===== src/rtl/sync_mac_accumulator_pkg.sv =====
// Shared constants and width helper for the synchronous MAC wrappers.
package mac_pkg;

    localparam int MUL_LATENCY = 2;

    // Exact width of a sum of acc_count unsigned products of two mul_width operands.
    function automatic int accw(input int mul_width, input int acc_count);
        return 2 * mul_width + $clog2(acc_count);
    endfunction

endpackage


===== src/rtl/sync_mac_accumulator_delay.sv =====
// Shift register of valid tags; tap gi is the input delayed by gi+1 cycles.
module valid_delay_line #(
    parameter int DEPTH = 2
) (
    input  logic             clk,
    input  logic             rst_n,
    input  logic             valid_i,
    output logic [DEPTH-1:0] taps_o
);

    logic [DEPTH-1:0] vld_q;

    if (DEPTH < 1) begin : g_depth_check
        $error("valid_delay_line: DEPTH must be >= 1");
    end

    for (genvar gi = 0; gi < DEPTH; gi++) begin : g_stage
        logic stage_d;
        if (gi == 0) begin : g_head
            assign stage_d = valid_i;
        end else begin : g_tail
            assign stage_d = vld_q[gi-1];
        end

        always_ff @(posedge clk or negedge rst_n) begin
            if (!rst_n) begin
                vld_q[gi] <= 1'b0;
            end else begin
                vld_q[gi] <= stage_d;
            end
        end
    end

    assign taps_o = vld_q;

endmodule


===== src/rtl/sync_mac_accumulator.sv =====
// Handshaked MAC front/back end around an external 2-cycle multiplier:
// tags accepted pairs, sums returning products into frames, buffers one frame sum.
module sync_mac_accumulator
    import mac_pkg::*;
#(
    parameter int MUL_WIDTH = 4,
    parameter int ACC_COUNT = 4,
    parameter int ACC_WIDTH = accw(MUL_WIDTH, ACC_COUNT)
) (
    input  logic                   accClock,
    input  logic                   resetN,
    input  logic                   opValid,
    output logic                   opReady,
    input  logic [MUL_WIDTH-1:0]   opA,
    input  logic [MUL_WIDTH-1:0]   opB,
    output logic [MUL_WIDTH-1:0]   mulA,
    output logic [MUL_WIDTH-1:0]   mulB,
    input  logic [2*MUL_WIDTH-1:0] mulProduct,
    output logic                   resValid,
    input  logic                   resReady,
    output logic [ACC_WIDTH-1:0]   resSum,
    output logic                   frameBusy
);

    localparam int CNT_W = $clog2(ACC_COUNT);
    localparam logic [CNT_W-1:0] LAST_CNT = CNT_W'(ACC_COUNT - 1);

    // Fewer than 3 products per frame could complete a frame while the buffer is stalled.
    if (ACC_COUNT < 3) begin : g_acc_count_check
        $error("sync_mac_accumulator: ACC_COUNT must be >= 3");
    end

    logic                   accept;
    logic                   land;
    logic                   complete;
    logic [MUL_LATENCY-1:0] vld;
    logic [ACC_WIDTH-1:0]   prod_ext;
    logic [ACC_WIDTH-1:0]   acc_sum;

    logic [ACC_WIDTH-1:0]   acc_q, acc_d;
    logic [CNT_W-1:0]       land_cnt_q, land_cnt_d;
    logic [ACC_WIDTH-1:0]   res_sum_q, res_sum_d;
    logic                   res_valid_q, res_valid_d;

    assign opReady = !(res_valid_q && !resReady);
    assign accept  = opValid && opReady;
    assign mulA    = opA;
    assign mulB    = opB;

    valid_delay_line #(
        .DEPTH   (MUL_LATENCY)
    ) u_vld (
        .clk     (accClock),
        .rst_n   (resetN),
        .valid_i (accept),
        .taps_o  (vld)
    );

    assign land     = vld[MUL_LATENCY-1];
    assign complete = land && (land_cnt_q == LAST_CNT);
    assign prod_ext = ACC_WIDTH'(mulProduct);
    assign acc_sum  = acc_q + prod_ext;

    always_comb begin
        acc_d       = acc_q;
        land_cnt_d  = land_cnt_q;
        res_sum_d   = res_sum_q;
        res_valid_d = res_valid_q;

        if (res_valid_q && resReady) begin
            res_valid_d = 1'b0;
        end

        if (complete) begin
            res_sum_d   = acc_sum;
            res_valid_d = 1'b1;
            acc_d       = '0;
            land_cnt_d  = '0;
        end else if (land) begin
            acc_d       = acc_sum;
            land_cnt_d  = land_cnt_q + CNT_W'(1);
        end
    end

    always_ff @(posedge accClock or negedge resetN) begin
        if (!resetN) begin
            acc_q       <= '0;
            land_cnt_q  <= '0;
            res_sum_q   <= '0;
            res_valid_q <= 1'b0;
        end else begin
            acc_q       <= acc_d;
            land_cnt_q  <= land_cnt_d;
            res_sum_q   <= res_sum_d;
            res_valid_q <= res_valid_d;
        end
    end

    assign resValid  = res_valid_q;
    assign resSum    = res_sum_q;
    assign frameBusy = (land_cnt_q != '0) || (|vld);

endmodule


===== config.mk =====
export PLATFORM = sky130hd
export DESIGN_NAME = sync_mac_accumulator
export DESIGN_NICKNAME = d
export VERILOG_FILES = /design/src/rtl/sync_mac_accumulator_pkg.sv /design/src/rtl/sync_mac_accumulator_delay.sv /design/src/rtl/sync_mac_accumulator.sv
export SDC_FILE = /design/constraint.sdc
export NUM_CORES = 1
export LEC_CHECK = 0
export CAP_MARGIN = 20
export CORE_MARGIN = 3
export CORE_UTILIZATION = 43
export DETAILED_ROUTE_END_ITERATION = 8
export PLACE_DENSITY = 0.81
export SYNTH_ARGS = -nofsm -noshare
export SYNTH_HDL_FRONTEND = slang
export SYNTH_SLANG_ARGS = --single-unit
export TNS_END_PERCENT = 20

===== constraint.sdc =====
create_clock -name accClock -period 1.6 [get_ports accClock]
set_input_delay 0.48 -clock accClock [delete_from_list [all_inputs] [get_ports accClock]]
set_output_delay 0.48 -clock accClock [all_outputs]
set_load 0.03 [all_outputs]

# Yosys cells after proc, flatten, opt, wreduce, memory -nomap -nowiden
# Index checks and enable logic that the tools add are counted.
# Widths: inputs -> output; s select.
# word_totals
reg_bits	25
output_inout_bits	21
wordCells	26
input_bits	20
# op_classes
muxes	6
reduce_logical	11
eq_ne	1
add_sub_neg	2
# ops
cell	count
$mux 10	2
$add 10x8->10	1
$reduce_bool 2->1	3
$logic_and 1x1->1	4
$mux 2	2
$add 2x1->2 const B	1
$eq 2x2->1 const B	1
$logic_not 1->1	2
$mux 1	2
$reduce_or 2->1	1
$logic_or 1x1->1	1

# Logic depth before layout (Yosys ltp)
# depth
depth_word	4
mapped_depth	7
depth_no_buf	7

# Hierarchy
# Synthesis repeated with hierarchy kept, for this count alone.
# unflattened
cells_unflattened	156
area_unflattened_um2	1486.4
# modules_own_cells
module	area_each_um2	seq_area_each_um2	cells_per_inst	n_inst
sync_mac_accumulator	1428.9	575.6	153	1
valid_delay_line	57.6	50.0	3	1

# Worst setup path after synthesis
# OpenSTA, ideal clock, no wires.
# synth_path
path_type	input port to flip-flop
start	input port mulProduct[0]
end	register res_sum_q[8] (netlist: resSum[8])
slack_ns	-0.305
path_buffers	0
t_required_ns	1.508
arrival_time_ns	1.813
setup_time_ns	0.092
cell_stages	7
path_cell_list	ha_1 inv_1 fa_1 nand2b_1 a211oi_2 nor3_1 o31ai_2
# synth_via
elab_chain_len	1
# synth_rtl
item	line_no	rtl
start, declared	sync_mac_accumulator.sv:18	input logic [2*MUL_WIDTH-1:0] mulProduct,
$add 10x8->10	sync_mac_accumulator.sv:62	assign acc_sum = acc_q + prod_ext;
end signal, assigned	sync_mac_accumulator.sv:94	res_sum_q <= res_sum_d;
end, declared	sync_mac_accumulator.sv:42	logic [ACC_WIDTH-1:0] res_sum_q, res_sum_d;
# No other way between the ends.
# A chain may end at the register's enable or synchronous reset.

# Final worst setup path
# layout_path
start	input port mulProduct[1]
end	register res_sum_q[8] (netlist: resSum[8])
# Same word-level chain as after synthesis.

==> metrics.yaml <==
stdcell_area_sq_um: 2090
critPathCapture: "resSum[8]"
ys_types: 40
drc_errors: 0
clock-sinks: 25
antenna_found_initial: 0
place_inst: 223
place_area_sq_um: 1810
maxCapViolCount: 0
wl_per_cell_um: 16.9
firstDrtPassIters: 4
syn_to_final_growth_pct: 41.6
critPathKind: "in2reg"
synth.cell_area_sq_um: 1480
antenna_cells: 0
finalCoreUtilization_pct: 65.9
grt_max_degree: 26
post_synth.cell_area_avg_sq_um: 9.54
dp_slack_ns: -0.807
cts_max_path_buffers: 2
syn_inst: 155
synth_top_area_cell: "dfrtp_1"
r2r_end: "resSum[8]"
cts_tree: "built"
clock_skew_ns: 0.0197
chipWidth_um: 64.6
seq_power_share_pct: 27.4
switchingPower_mw: 1.96
start_kind: "input pin"
drtAntennaViolNets: 0
io_buffers: 24
core.rowCount: 20
r2r_start: "acc_q[0]"
num_vias: 1324
p_total_mw: 4.23
final_cell_mix: "25 x dfrtp_1, 23 x buf_4, 16 x nand2_1, 14 x inv_1"
drv_slew: 0
holdCritPathClass: "reg2reg"
switching_share_pct: 46.3
cp.required_ns: 1.86
setup_viol: 11
crit_chain: "dlygate4sd2_1 > inv_1 > fa_2 > nand2b_4 > a211oi_4 > nor3_2 > o31ai_2"
intPower_mw: 2.27
dieArea_sq_um: 4180
worst_path_max_delay_cell: "fa_2"
r2r_slack_ns: -0.15
viasPerCell: 5.59
netlist_top_cells_area: "dfrtp_1 42%, ha_1 8.5%, nand2_1 4.3%, buf_4 4.1%, inv_1 4.1%"
ys.flop_type: "dfrtp_1"
h-tree-depth: 1
worst_pin_slew_ns: 0.319
rsz0062_at_grt: "true"
async_flop_share_pct: 100
end_kind: "flip-flop"
fill_cells: 253
hold_ws_ns: 0.369
hold_viol: 0
grt.total_usage_pct: 18.6
drive_gt1_share_pct: 37.8
ys_seq_area_share_pct: 42.3
max_freq_ghz: 0.570
setup_slack_ns: -0.153
p_leak_nw: 0.948
synth_nets: 186
cts_buffers: 3
violations: "setup timing"
start_util_pct: 46.5
crit_start: "mulProduct[1]"
drtIter0Drc: 82
grt_pass1_vias: 1375
fin_cells: 237
synth-seq-cells: 25
min_period_ns: 1.75
critPathMaxStageDelay_ns: 0.40
routed_wl_mm: 4.00
clk-insertion-delay-late_ns: 0.33
clkPwrFrac_pct: 7.0
synth_warnings: 0
synth_edf_count: 0
final_common_cell: "dfrtp_1"
critPathArrivalTime_ns: 2.01
vdd_drop_max_v: 0.000993
synth_top_area_share_pct: 42.3
grt_pass1_wl_mm: 6.19
cts.clk_slew.worst_paths_ns: 0.15
ios: 41
status: "finished, violations left"
r2r_cells: 7
relSlewSlack_pct: 78.8
hpwl_mm: 2.55
cp_max_fo: 4
tns_ns: -0.956
combPwrFrac_pct: 65.6
gp_congestion: 0.838
cts-root-buf: "clkbuf_4"
powerDensity_nw_per_um2: 2020
fin_crit_sh_pct: 110
core_sq_um: 3180
die_height_um: 64.6
gr-total-overflow: 0
nets: 225
-- worst min-delay path by stage --
stage	startpoint	slack, ns	cells past startpoint	to
finish	u_vld.g_stage[1].stage_d	0.37	0	u_vld.taps_o[1]
global route	u_vld.g_stage[1].stage_d	0.40	0	u_vld.taps_o[1]
CTS	u_vld.g_stage[1].stage_d	0.39	0	u_vld.taps_o[1]
detailed placement	u_vld.g_stage[1].stage_d	0.36	0	u_vld.taps_o[1]
global placement	u_vld.g_stage[1].stage_d	0.36	0	u_vld.taps_o[1]
floorplan	resetN	0.18	0	acc_q[0]
-- synthesized netlist by cell type, types with 4 or more instances --
cell type,n
dfrtp_1,25
nand2_1,17
inv_1,16
ha_1,10
o21ai_0,9
buf_4,8
nor2_1,6
a21oi_1,5
o22ai_1,5
nand2b_1,4
nor3_1,4
-- state kept, by name, indices dropped and copies added (netlist names) --
name and cells:
acc_q 10, resSum 10, land_cnt_q 2, resValid 1, u_vld.g_stage.stage_d 1, u_vld.taps_o 1
-- cells by family (layout without fill, tap and decap cells) --
group | Yosys count | in the layout | synth area share (%)
buffers and inverters | 29 | 67 | 10.1
multiplexers | 1 | 1 | 0.677
adder cells (fa/ha/maj) | 11 | 11 | 9.81
flip-flops | 25 | 25 | 42.3
AND/OR/NAND/NOR | 39 | 39 | 12.2
AO/OA/AOI/OAI | 47 | 47 | 23.2
XOR/XNOR | 3 | 3 | 1.78
-- critical path, delay by kind of cell --
| family | cells | cell delay [ns] |
|---|---|---|
| buffers and inverters | 2 | 0.38 |
| and+or+nand+nor | 2 | 0.26 |
| AOI/OAI and AO/OA | 2 | 0.50 |
| adders and majority gates | 1 | 0.40 |
-- power by group through the flow --
stage	clock network (mW)	registers (mW)	logic, mW
2_1_floorplan	0	1.34	1.24
5_1_grt	0.327	1.19	2.98
4_1_cts	0.305	1.13	2.45
6_report	0.296	1.16	2.77
3_3_place_gp	0	1.09	2.10
3_5_place_dp	0	1.11	2.19
-- what timing repair did --
action / 4_1_cts / 5_1_grt
endpoints found under the setup margin: 30 / 27
gates resized for setup: 45 / 28
hold buffers: 0 / 0
pin swaps: 11 / 20
setup buffers: 3 / 7
endpoints found under the hold margin: 0 / 0
-- final cells by class --
| class | count | area [sq um] | area share (%) |
|---|---|---|---|
| multi-input combinational | 101 | 950 | 45.3 |
| sequential | 25 | 626 | 29.9 |
| timing repair buffer | 47 | 377 | 18.0 |
| inverter | 16 | 60.1 | 2.87 |
| tap | 44 | 55.1 | 2.63 |
| clock buffer | 3 | 22.5 | 1.08 |
| clock inverter | 1 | 5.00 | 0.239 |
-- metal layers --
metal / global-route usage (%) / routed length (um)
met2: 33.5 / 2110
met1: 22.3 / 1550
met4: 5.01 / 59
met3: 4.16 / 281
met5: 0 / 0
Note: power is estimated with default switching activity, not from simulation.
